[src/rtl/game_palette_encoder.sv]
// Nearest-colour encoder: maps a 12-bit RGB pixel to the index of the closest entry of the game's 8-entry palette.
// Optional macro GAME_PALETTE_ENCODER_EARLY_EXIT_EN stops the search at the first exact match.
module game_palette_encoder #(
    parameter int N_ENTRIES = 8,
    parameter int DIST_W    = 10
) (
    input  logic              clk,
    input  logic              reset,
    input  logic              in_valid,
    output logic              in_ready,
    input  logic [3:0]        in_red,
    input  logic [3:0]        in_green,
    input  logic [3:0]        in_blue,
    output logic              out_valid,
    input  logic              out_ready,
    output logic [2:0]        out_index,
    output logic [DIST_W-1:0] out_dist,
    output logic              out_exact
);

    typedef enum logic [1:0] {IDLE, SEARCH, DONE} state_t;

    state_t             state;
    state_t             stateNext;
    logic [3:0]         pixRed;
    logic [3:0]         pixGreen;
    logic [3:0]         pixBlue;
    logic [2:0]         cnt;
    logic [2:0]         bestIdx;
    logic [DIST_W-1:0]  bestDist;
    logic [11:0]        entryRgb;
    logic [DIST_W-1:0]  curDist;
    logic [DIST_W-1:0]  selDist;
    logic [2:0]         selIdx;
    logic               better;
    logic               lastEntry;
    logic               finish;

    function automatic logic [11:0] palette_rgb(input logic [2:0] idx);
        logic [11:0] rgb;
        case (idx)
            3'd0:    rgb = 12'hEEE;
            3'd1:    rgb = 12'hCCB;
            3'd2:    rgb = 12'hA99;
            3'd3:    rgb = 12'h666;
            3'd4:    rgb = 12'hCBA;
            3'd5:    rgb = 12'hA99;
            3'd6:    rgb = 12'hBBA;
            default: rgb = 12'h887;
        endcase
        return rgb;
    endfunction

    function automatic logic [7:0] sq_diff(input logic [3:0] a, input logic [3:0] b);
        logic [3:0] d;
        logic [7:0] dWide;
        d     = (a > b) ? (a - b) : (b - a);
        dWide = {4'b0000, d};
        return dWide * dWide;
    endfunction

    // Distance of the captured pixel to the entry under evaluation, and the running-best update.
    always_comb begin
        entryRgb  = palette_rgb(cnt);
        curDist   = DIST_W'(sq_diff(pixRed,   entryRgb[11:8]))
                  + DIST_W'(sq_diff(pixGreen, entryRgb[7:4]))
                  + DIST_W'(sq_diff(pixBlue,  entryRgb[3:0]));
        better    = (curDist < bestDist);
        selDist   = better ? curDist : bestDist;
        selIdx    = better ? cnt : bestIdx;
        lastEntry = (cnt == 3'(N_ENTRIES - 1));
`ifdef GAME_PALETTE_ENCODER_EARLY_EXIT_EN
        finish    = lastEntry || (curDist == '0);
`else
        finish    = lastEntry;
`endif
    end

    always_comb begin
        stateNext = state;
        case (state)
            IDLE:    if (in_valid) stateNext = SEARCH;
            SEARCH:  if (finish) stateNext = DONE;
            DONE:    if (out_ready) stateNext = IDLE;
            default: stateNext = IDLE;
        endcase
    end

    assign in_ready  = (state == IDLE) && !reset;
    assign out_valid = (state == DONE);

    // Results are latched on the final search cycle so they hold steady under backpressure.
    always_ff @(posedge clk) begin
        if (reset) begin
            state     <= IDLE;
            cnt       <= '0;
            bestIdx   <= '0;
            bestDist  <= '1;
            pixRed    <= '0;
            pixGreen  <= '0;
            pixBlue   <= '0;
            out_index <= '0;
            out_dist  <= '0;
            out_exact <= 1'b0;
        end else begin
            state <= stateNext;
            case (state)
                IDLE: begin
                    if (in_valid) begin
                        pixRed   <= in_red;
                        pixGreen <= in_green;
                        pixBlue  <= in_blue;
                        bestDist <= '1;
                        bestIdx  <= '0;
                        cnt      <= '0;
                    end
                end
                SEARCH: begin
                    bestDist <= selDist;
                    bestIdx  <= selIdx;
                    if (finish) begin
                        out_index <= selIdx;
                        out_dist  <= selDist;
                        out_exact <= (selDist == '0);
                    end else begin
                        cnt <= cnt + 3'd1;
                    end
                end
                default: ;
            endcase
        end
    end

endmodule

[config.mk]
export PLATFORM = sky130hd
export DESIGN_NAME = game_palette_encoder
export DESIGN_NICKNAME = d
export VERILOG_FILES = /design/src/rtl/game_palette_encoder.sv
export SDC_FILE = /design/constraint.sdc
export NUM_CORES = 1
export LEC_CHECK = 0
export BUFFER_PORTS_ARGS = -buffer_cell sky130_fd_sc_hd__buf_2
export CAP_MARGIN = 20
export CELL_PAD_IN_SITES_DETAIL_PLACEMENT = 1
export CELL_PAD_IN_SITES_GLOBAL_PLACEMENT = 2
export CORE_MARGIN = 4
export CORE_UTILIZATION = 37
export CTS_CLUSTER_DIAMETER = 200
export CTS_CLUSTER_SIZE = 8
export DETAILED_ROUTE_END_ITERATION = 16
export GPL_TIMING_DRIVEN = 0
export PLACE_DENSITY = 0.85
export SLEW_MARGIN = 40
export SYNTH_ARGS = -nofsm -noshare
export SYNTH_HDL_FRONTEND = slang
export SYNTH_SLANG_ARGS = --single-unit
[constraint.sdc]
create_clock -name clk -period 9.08 [get_ports clk]
set_input_delay 1.816 -clock clk [delete_from_list [all_inputs] [get_ports clk]]
set_output_delay 1.816 -clock clk [all_outputs]
set_load 0.02 [all_outputs]
==> reports/summary.txt, run 1 <==
startpoint class of the critical path: flip-flop
# diodes: 0
Synthesis Warnings: 0
largest net degree at the start of global routing: 15
critical path type: flip-flop to flip-flop
DIE HEIGHT: 117 um
top-area cell type share of the netlist area: 0.202
DRT iter0 DRCs: 71
Mean Syn Cell Area: 8.18 um2
top post-synthesis cells by area: dfxtp_1 20%, ha_1 19%, fa_1 13%, inv_1 7.0%, a21oi_1 6.9%
GPL Wtd Cong: 0.832
Crit path arrival time: 8880 ps
Final Setup Violations: 0
Required @ worst endpoint: 9300 ps
Final nets: 684
CP max stage delay: 560 ps
clock sink total: 44
CTS clk-pin slew, worst paths: 70 ps
distinct cell type count after synthesis: 50
Cells after Synth: 534
Slew @ Worst Pin: 563 ps
CTS buffer count: 5
row count: 39
global-route wire length before repair: 20500 um
placed insts: 708
ys async rst share: 0
fin crit share: 0.953
Synth Register Bits: 44
Final Hold Fails: 0
max-slew violation count: 0
Post-synth top flop: dfxtp_1
clock latency on the worst-skew pair: 300 ps
fmax: 116 MHz
max_slew headroom: 0.622
Synth Cell Area: 4370 um2
First-pass DRT Iterations: 4
outcome: finished, final reports clean
die extent in x: 117 um
Critical Path Fanout Max: 10
unrepaired setup endpoints after global routing: false
syn nets: 643
via count: 3740
global route overflow: 0
fillers: 1385
Met1 Wirelength: 5330 um
Seq/Total Area, Yosys: 0.202
Vias/cell: 5.20
Ports: 32
htree depth: 2
Finished Layout Cells: 719
top cells by count, synth: 82 x inv_1, 65 x ha_1, 60 x a21oi_1
core area: 11500 um2
Placed Instance Area: 4700 um2
Post-DP HPWL: 9770 um
post-route ant nets: 0
final non-filler cell area: 5020 um2
metal3 WL: 200 um
gr usage total: 0.190
EDFF count, synth: 0
clock period minus final worst setup slack: 8650 ps
met2 WL: 6070 um
vias in the first global route: 4204
Crit. End Element: flip-flop
Yosys top cell by area: dfxtp_1
routed wire length per instance: 16.4 um
Die ar.: 13600 um2
root buffer cell: clkbuf_16
TritonCTS clock tree: yes
Setup Skew: 6.38 ps
initial antenna violation count: 0
Highest Signal Layer: met4
Hold Crit Class: flip-flop to flip-flop
number of buffers on the longest clock path: 2
Layout area overhead: 14.9%
top-count cell post-synth: inv_1
Initial Util: 0.381
I/O Buffers: 31
slowest CP cell: fa_1
DR DRC count: 0
layout cells sized above 1: 0.146
Hold-fix buffers, CTS: 0
maxcap violations: 0
DRT Wirelength: 11800 um
## sequential cells by signal, summed over array words and instances, names as in the netlist
name and cells:
bestDist 10, bestIdx 3, cnt 3, out_dist 10, out_exact 1, out_index 3
pixBlue 4, pixGreen 4, pixRed 4, state 2
## timing repair
item / CTS / global route
setup buffers: 0 / 4
setup endpoints to repair: 27 / 27
pin swaps: 0 / 3
resized for setup: 14 / 20
## cells by family after synthesis
kind of cell	synth area share
AOI/OAI and AO/OA	0.160
xor gates and xnor gates	0.0338
adders and majority gates	0.314
buffers and inverters	0.0899
DFF	0.202
muxes	0.0261
and+or+nand+nor	0.174
## layout by cell type, fill, tap and decap left out, drive strengths merged, types with 3 or more instances in the layout
cell type,instances
inv,82
ha,65
a21oi,60
nor2,48
dfxtp,44
nand2,43
buf,41
fa,28
clkbuf,18
o21bai,12
a211oi,12
and3,10
nor3,10
xnor2,9
mux2i,8
a21o,7
nand3,7
xor2,7
nand2b,7
o21ai,7
nor2b,6
nand3b,6
or4,4
nand4,3
mux2,3
o31ai,3
and2,3
nor4,3
## path summary, 6_finish.rpt
kind | endpoint | slack (ps) | depth (start not counted) | startpoint
min reg2reg | bestIdx[2]$_SDFFE_PP0P_ | 470 | 2 | bestIdx[2]$_SDFFE_PP0P_
min | bestIdx[2]$_SDFFE_PP0P_ | 470 | 2 | bestIdx[2]$_SDFFE_PP0P_
max reg2reg | out_exact$_SDFFE_PP0P_ | 430 | 34 | cnt[2]$_SDFFE_PP0P_
max | out_exact$_SDFFE_PP0P_ | 430 | 34 | cnt[2]$_SDFFE_PP0P_
## metal layers
metal / vias to the layer above / GRT usage
li1: 1858 / -
met1: 1826 / 0.229
met2: 43 / 0.349
met3: 13 / 0.0238
met4: 0 / 0.0604
met5: - / 0
## critical path: cells and delay by family, from the launching register on
| kind | cells | cell delay [ps] |
|---|---|---|
| XOR/XNOR | 2 | 350 |
| AND/OR/NAND/NOR | 9 | 1900 |
| AO/OA/AOI/OAI | 8 | 1620 |
| adder cells (fa/ha/maj) | 10 | 3770 |
| flip-flops | 1 | 320 |
| buffers and inverters | 5 | 590 |
## final cells by class
| class | count | area [um2] | area share |
|---|---|---|---|
| clock buffers | 6 | 129 | 0.0257 |
| plain buffers | 18 | 83.8 | 0.0167 |
| flip-flops and latches | 44 | 883 | 0.176 |
| well taps | 143 | 179 | 0.0356 |
| clock inverters | 2 | 16.3 | 0.00324 |
| inverters | 82 | 308 | 0.0613 |
| repair buffers | 35 | 185 | 0.0369 |
| multi-input cells | 389 | 3240 | 0.645 |
## per-stage QoR
stage | util | setup slack, ps | hold slack, ps | TNS (ps)
after detailed placement | 0.410 | -748 | 467 | -15450
after floorplan | - | 920 | 441 | 0
after global routing | 0.438 | 20.4 | 495 | 0
after CTS | 0.428 | 17.9 | 478 | 0
final | 0.438 | 426 | 473 | 0
after global placement | 0.410 | -368 | 457 | -5230
Power of run 1 is left out: the tool's default activity adds up to more than one toggle a clock period on the data nets, which glitch-free logic cannot reach.
==> inputs of run 2 (changes only) <==
--- a/config.mk
+++ b/config.mk
@@ -16,6 +16,7 @@
 export DETAILED_ROUTE_END_ITERATION = 16
 export GPL_TIMING_DRIVEN = 0
 export PLACE_DENSITY = 0.85
+export REMOVE_ABC_BUFFERS = 1
 export SLEW_MARGIN = 40
 export SYNTH_ARGS = -nofsm -noshare
 export SYNTH_HDL_FRONTEND = slang
==> run 2 against run 1 <==
Compared with the run above:
- first-iteration DRC count up 51%
- core utilization is 0.24 points lower
- largest cell class unchanged
- global-route usage down 1.1 points
- critical path type unchanged
- critical endpoint unchanged
- worst setup slack gained 40 ps
- worst hold slack improved by 1.8 ps
- register-to-register slack better by 40 ps
- via count down 2.3%
==> reports/summary.txt, run 2 (same netlist as run 1, synthesis figures left out) <==
post-route ant nets: 0
max-slew violation count: 0
register area: 882 um2
fin crit share: 0.949
Final Setup Violations: 0
Crit. End Element: flip-flop
Critical Path Fanout Max: 10
layout cells sized above 1: 0.146
DRT iter0 DRCs: 107
Vias/cell: 5.20
Required @ worst endpoint: 9300 ps
core area: 11500 um2
clock period minus final worst setup slack: 8610 ps
Largest regs: bestDist x10, out_dist x10
global-route wire length before repair: 19100 um
Hold Path End: pixBlue[3]$_SDFFE_PP0P_
Initial Util: 0.381
Post-DP HPWL: 9060 um
TritonCTS clock tree: yes
clock latency on the worst-skew pair: 310 ps
Worst R2R End: out_exact$_SDFFE_PP0P_
Die ar.: 13600 um2
First-pass DRT Iterations: 4
gr usage total: 0.179
Slew @ Worst Pin: 678 ps
Worst Hold Slack: 475 ps
Final nets: 668
row count: 39
Crit path arrival time: 8830 ps
max_slew headroom: 0.547
Final Hold Fails: 0
area of the multi-input gates: 3240 um2
GPL Wtd Cong: 0.838
largest net degree at the start of global routing: 33
fmax: 116 MHz
maxcap violations: 0
CTS clk-pin slew, worst paths: 70 ps
worst r2r src: cnt[0]$_SDFFE_PP0P_
Hold Crit Class: flip-flop to flip-flop
outcome: finished, final reports clean
CTS buffer count: 5
Ports: 32
DRT Wirelength: 11400 um
slowest CP cell: fa_1
die extent in x: 117 um
# diodes: 0
number of buffers on the longest clock path: 2
routed wire length per instance: 16.3 um
startpoint class of the critical path: flip-flop
cells on worst reg2reg path: 35
Setup Skew: 11.6 ps
most common cell after layout, fill and taps aside: inv_1
I/O Buffers: 31
vias in the first global route: 4000
Hold Startpoint: pixBlue[3]$_SDFFE_PP0P_
critical path type: flip-flop to flip-flop
fillers: 1348
global route overflow: 0
most frequent cells in the layout: 82 x inv_1, 63 x ha_1, 57 x a21oi_1, 46 x nor2_1, 43 x dfxtp_1
root buffer cell: clkbuf_16
worst reg2reg setup slack: 470 ps
DR DRC count: 0
initial antenna violation count: 0
Layout area overhead: 14.3%
Hold-fix buffers, CTS: 0
DIE HEIGHT: 117 um
via count: 3655
hold path cells: 2
htree depth: 2
CP max stage delay: 550 ps
setup total negative slack: 0 ps
clock sink total: 44
## run 2: worst max-delay path by stage
stage / endpoint / start / depth (start not counted)
CTS: out_exact$_SDFFE_PP0P_ / cnt[0]$_SDFFE_PP0P_ / 33
global placement: bestDist[3]$_SDFFE_PP1P_ / cnt[0]$_SDFFE_PP0P_ / 31
detailed placement: bestDist[1]$_SDFFE_PP1P_ / cnt[0]$_SDFFE_PP0P_ / 31
finish: out_exact$_SDFFE_PP0P_ / cnt[0]$_SDFFE_PP0P_ / 35
floorplan: bestDist[0]$_SDFFE_PP1P_ / cnt[0]$_SDFFE_PP0P_ / 31
global route: out_exact$_SDFFE_PP0P_ / cnt[0]$_SDFFE_PP0P_ / 33
## run 2: worst max-delay path: cells and delay by family (launching register included)
kind            cells  cell delay [ps]
compound gates      9             1770
flops               1              370
fa+ha+maj          10             3750
buf+inv             5              530
simple gates        9             1770
xor+xnor            2              340
## run 2: metrics by stage
step	utilization	instance area [um2]	instances	setup slack, ps
6_report	0.436	5000	703	466
4_1_cts	0.424	4860	698	66.1
2_1_floorplan	-	4290	515	986
5_1_grt	0.436	5000	703	-23.4
3_5_place_dp	0.405	4650	690	-721
3_3_place_gp	0.403	4620	689	-554
## run 2: repair_timing
action                     CTS  global route
pin swaps                    0             2
setup endpoints to repair   27            27
resized for setup            9            22
setup buffers                0             5
## run 2: area by class of cell
class                           count  share of cell area
Inverter                           82              0.0616
Sequential cell                    44               0.177
Tap cell                          143              0.0358
Multi-Input combinational cell    389               0.648
Clock inverter                      3             0.00927
Clock buffer                        5              0.0250
Timing Repair Buffer               37              0.0441
## run 2: per-layer routing
layer,wire [um],GRT usage,vias to the layer above,part of all wire
li1,-,-,1823,-
met1,5080,0.212,1785,0.44
met2,5970,0.331,39,0.52
met3,241,0.0306,8,0.021
met4,144,0.0474,0,0.013
met5,0,0,-,0
Power of run 2 is left out for the same reason.
==> inputs of run 3 (changes only) <==
--- a/config.mk
+++ b/config.mk
@@ -9,7 +9,6 @@
 export CAP_MARGIN = 20
 export CELL_PAD_IN_SITES_DETAIL_PLACEMENT = 1
 export CELL_PAD_IN_SITES_GLOBAL_PLACEMENT = 2
-export CORE_MARGIN = 4
 export CORE_UTILIZATION = 37
 export CTS_CLUSTER_DIAMETER = 200
 export CTS_CLUSTER_SIZE = 8
==> run 3 against run 2 <==
Compared with the run above:
- global-route usage is 1.7 points higher
- routed wire length down 2.6%
- sequential share of layout area is 0.11 points higher
- core utilization down 0.22 points
- worst hold slack better by 0.72 ps
- critical path depth decreased by 2
- maximum frequency rose by 0.62%
- clock-buffer cell count unchanged
- clock skew fell by 3.1 ps
==> reports/summary.txt, run 3 (same netlist as run 1, synthesis figures left out) <==
Placed Instance Area: 4650 um2
core area: 11500 um2
Vias/cell: 5.21
most frequent cells in the layout: 82 x inv_1, 64 x ha_1, 58 x a21oi_1, 46 x nor2_1, 42 x dfxtp_1
worst reg2reg setup slack: 520 ps
clock sink total: 44
Largest regs: bestDist x10, out_dist x10
vias in the first global route: 3985
DRT Wirelength: 11100 um
initial antenna violation count: 0
CP max stage delay: 560 ps
row count: 39
fmax: 117 MHz
Crit. End Element: flip-flop
post-route ant nets: 0
routed wire length per instance: 15.9 um
Layout area overhead: 13.7%
Hold Startpoint: pixGreen[3]$_SDFFE_PP0P_
GPL Wtd Cong: 0.805
root buffer cell: clkbuf_16
Die ar.: 12300 um2
Ports: 32
maxcap violations: 0
layout cells sized above 1: 0.138
max_slew headroom: 0.556
clock period minus final worst setup slack: 8560 ps
Setup Skew: 8.57 ps
final non-filler cell area: 4970 um2
Hold-fix buffers, CTS: 0
fin crit share: 0.943
Hold Crit Class: flip-flop to flip-flop
Final nets: 666
number of buffers on the longest clock path: 2
Final Hold Fails: 0
pre-CTS setup slack: -743 ps
Final Setup Violations: 0
gr usage total: 0.195
DR DRC count: 0
startpoint class of the critical path: flip-flop
unrepaired setup endpoints after global routing: false
DIE HEIGHT: 111 um
Hold Path End: pixGreen[3]$_SDFFE_PP0P_
Worst R2R End: out_exact$_SDFFE_PP0P_
I/O Buffers: 31
Slew @ Worst Pin: 665 ps
outcome: finished, final reports clean
global route overflow: 0
largest net degree at the start of global routing: 33
slowest CP cell: fa_1
Setup WS post-layout: 519 ps
die extent in x: 111 um
hold path cells: 2
Post-DP HPWL: 8870 um
TritonCTS clock tree: yes
cells on worst reg2reg path: 33
CTS clk-pin slew, worst paths: 70 ps
Crit path arrival time: 8780 ps
most common cell after layout, fill and taps aside: inv_1
CTS buffer count: 5
critical path type: flip-flop to flip-flop
DRT iter0 DRCs: 98
htree depth: 2
Required @ worst endpoint: 9300 ps
global-route wire length before repair: 19300 um
via count: 3652
First-pass DRT Iterations: 4
Critical Path Fanout Max: 10
clock latency on the worst-skew pair: 310 ps
# diodes: 0
max-slew violation count: 0
Initial Util: 0.381
worst r2r src: cnt[0]$_SDFFE_PP0P_
-- run 3: how the worst max path moves through the flow --
stage / from / cells past startpoint / endpoint
after global placement: cnt[0]$_SDFFE_PP0P_ / 31 / bestDist[3]$_SDFFE_PP1P_
after global routing: cnt[0]$_SDFFE_PP0P_ / 33 / out_exact$_SDFFE_PP0P_
after detailed placement: cnt[0]$_SDFFE_PP0P_ / 31 / bestDist[5]$_SDFFE_PP1P_
final: cnt[0]$_SDFFE_PP0P_ / 33 / out_exact$_SDFFE_PP0P_
after floorplan: cnt[0]$_SDFFE_PP0P_ / 31 / bestDist[0]$_SDFFE_PP1P_
after CTS: cnt[0]$_SDFFE_PP0P_ / 34 / out_exact$_SDFFE_PP0P_
-- run 3: area by class of cell --
cell class,instances,area (um2)
Tap cell,143,179
Fill cell,1367,6500
Sequential cell,44,883
Multi-Input combinational cell,389,3220
Inverter,82,308
Timing Repair Buffer,35,205
Clock buffer,5,125
Clock inverter,3,46.3
-- run 3: routing by layer --
metal | up-vias | part of all wire | GRT usage
li1 | 1820 | - | -
met1 | 1770 | 0.45 | 0.240
met2 | 43 | 0.50 | 0.343
met3 | 19 | 0.024 | 0.0312
met4 | 0 | 0.027 | 0.0729
met5 | - | 0 | 0
-- run 3: timing repair --
item	CTS	global route
setup buffers	0	3
pin swaps	0	1
endpoints found under the setup margin	27	27
gates cloned	0	0
gates resized for setup	7	20
-- run 3: through the flow --
| stage | hold WS (ps) | setup TNS [ps] | util | instances |
|---|---|---|---|---|
| 2_1_floorplan | 435 | 0 | - | 515 |
| 3_3_place_gp | 454 | -10870 | 0.403 | 689 |
| 3_5_place_dp | 461 | -15020 | 0.405 | 690 |
| 4_1_cts | 479 | 0 | 0.423 | 698 |
| 5_1_grt | 495 | 0 | 0.433 | 701 |
| 6_report | 475 | 0 | 0.433 | 701 |
-- run 3: critical path: cells and delay by family, from the launching register on --
kind | cells | cell delay (ps)
compound gates | 6 | 1170
buf+inv | 4 | 360
flops | 1 | 360
xor+xnor | 1 | 170
fa+ha+maj | 10 | 3940
mux | 2 | 570
simple gates | 10 | 1890
Power of run 3 is left out for the same reason.
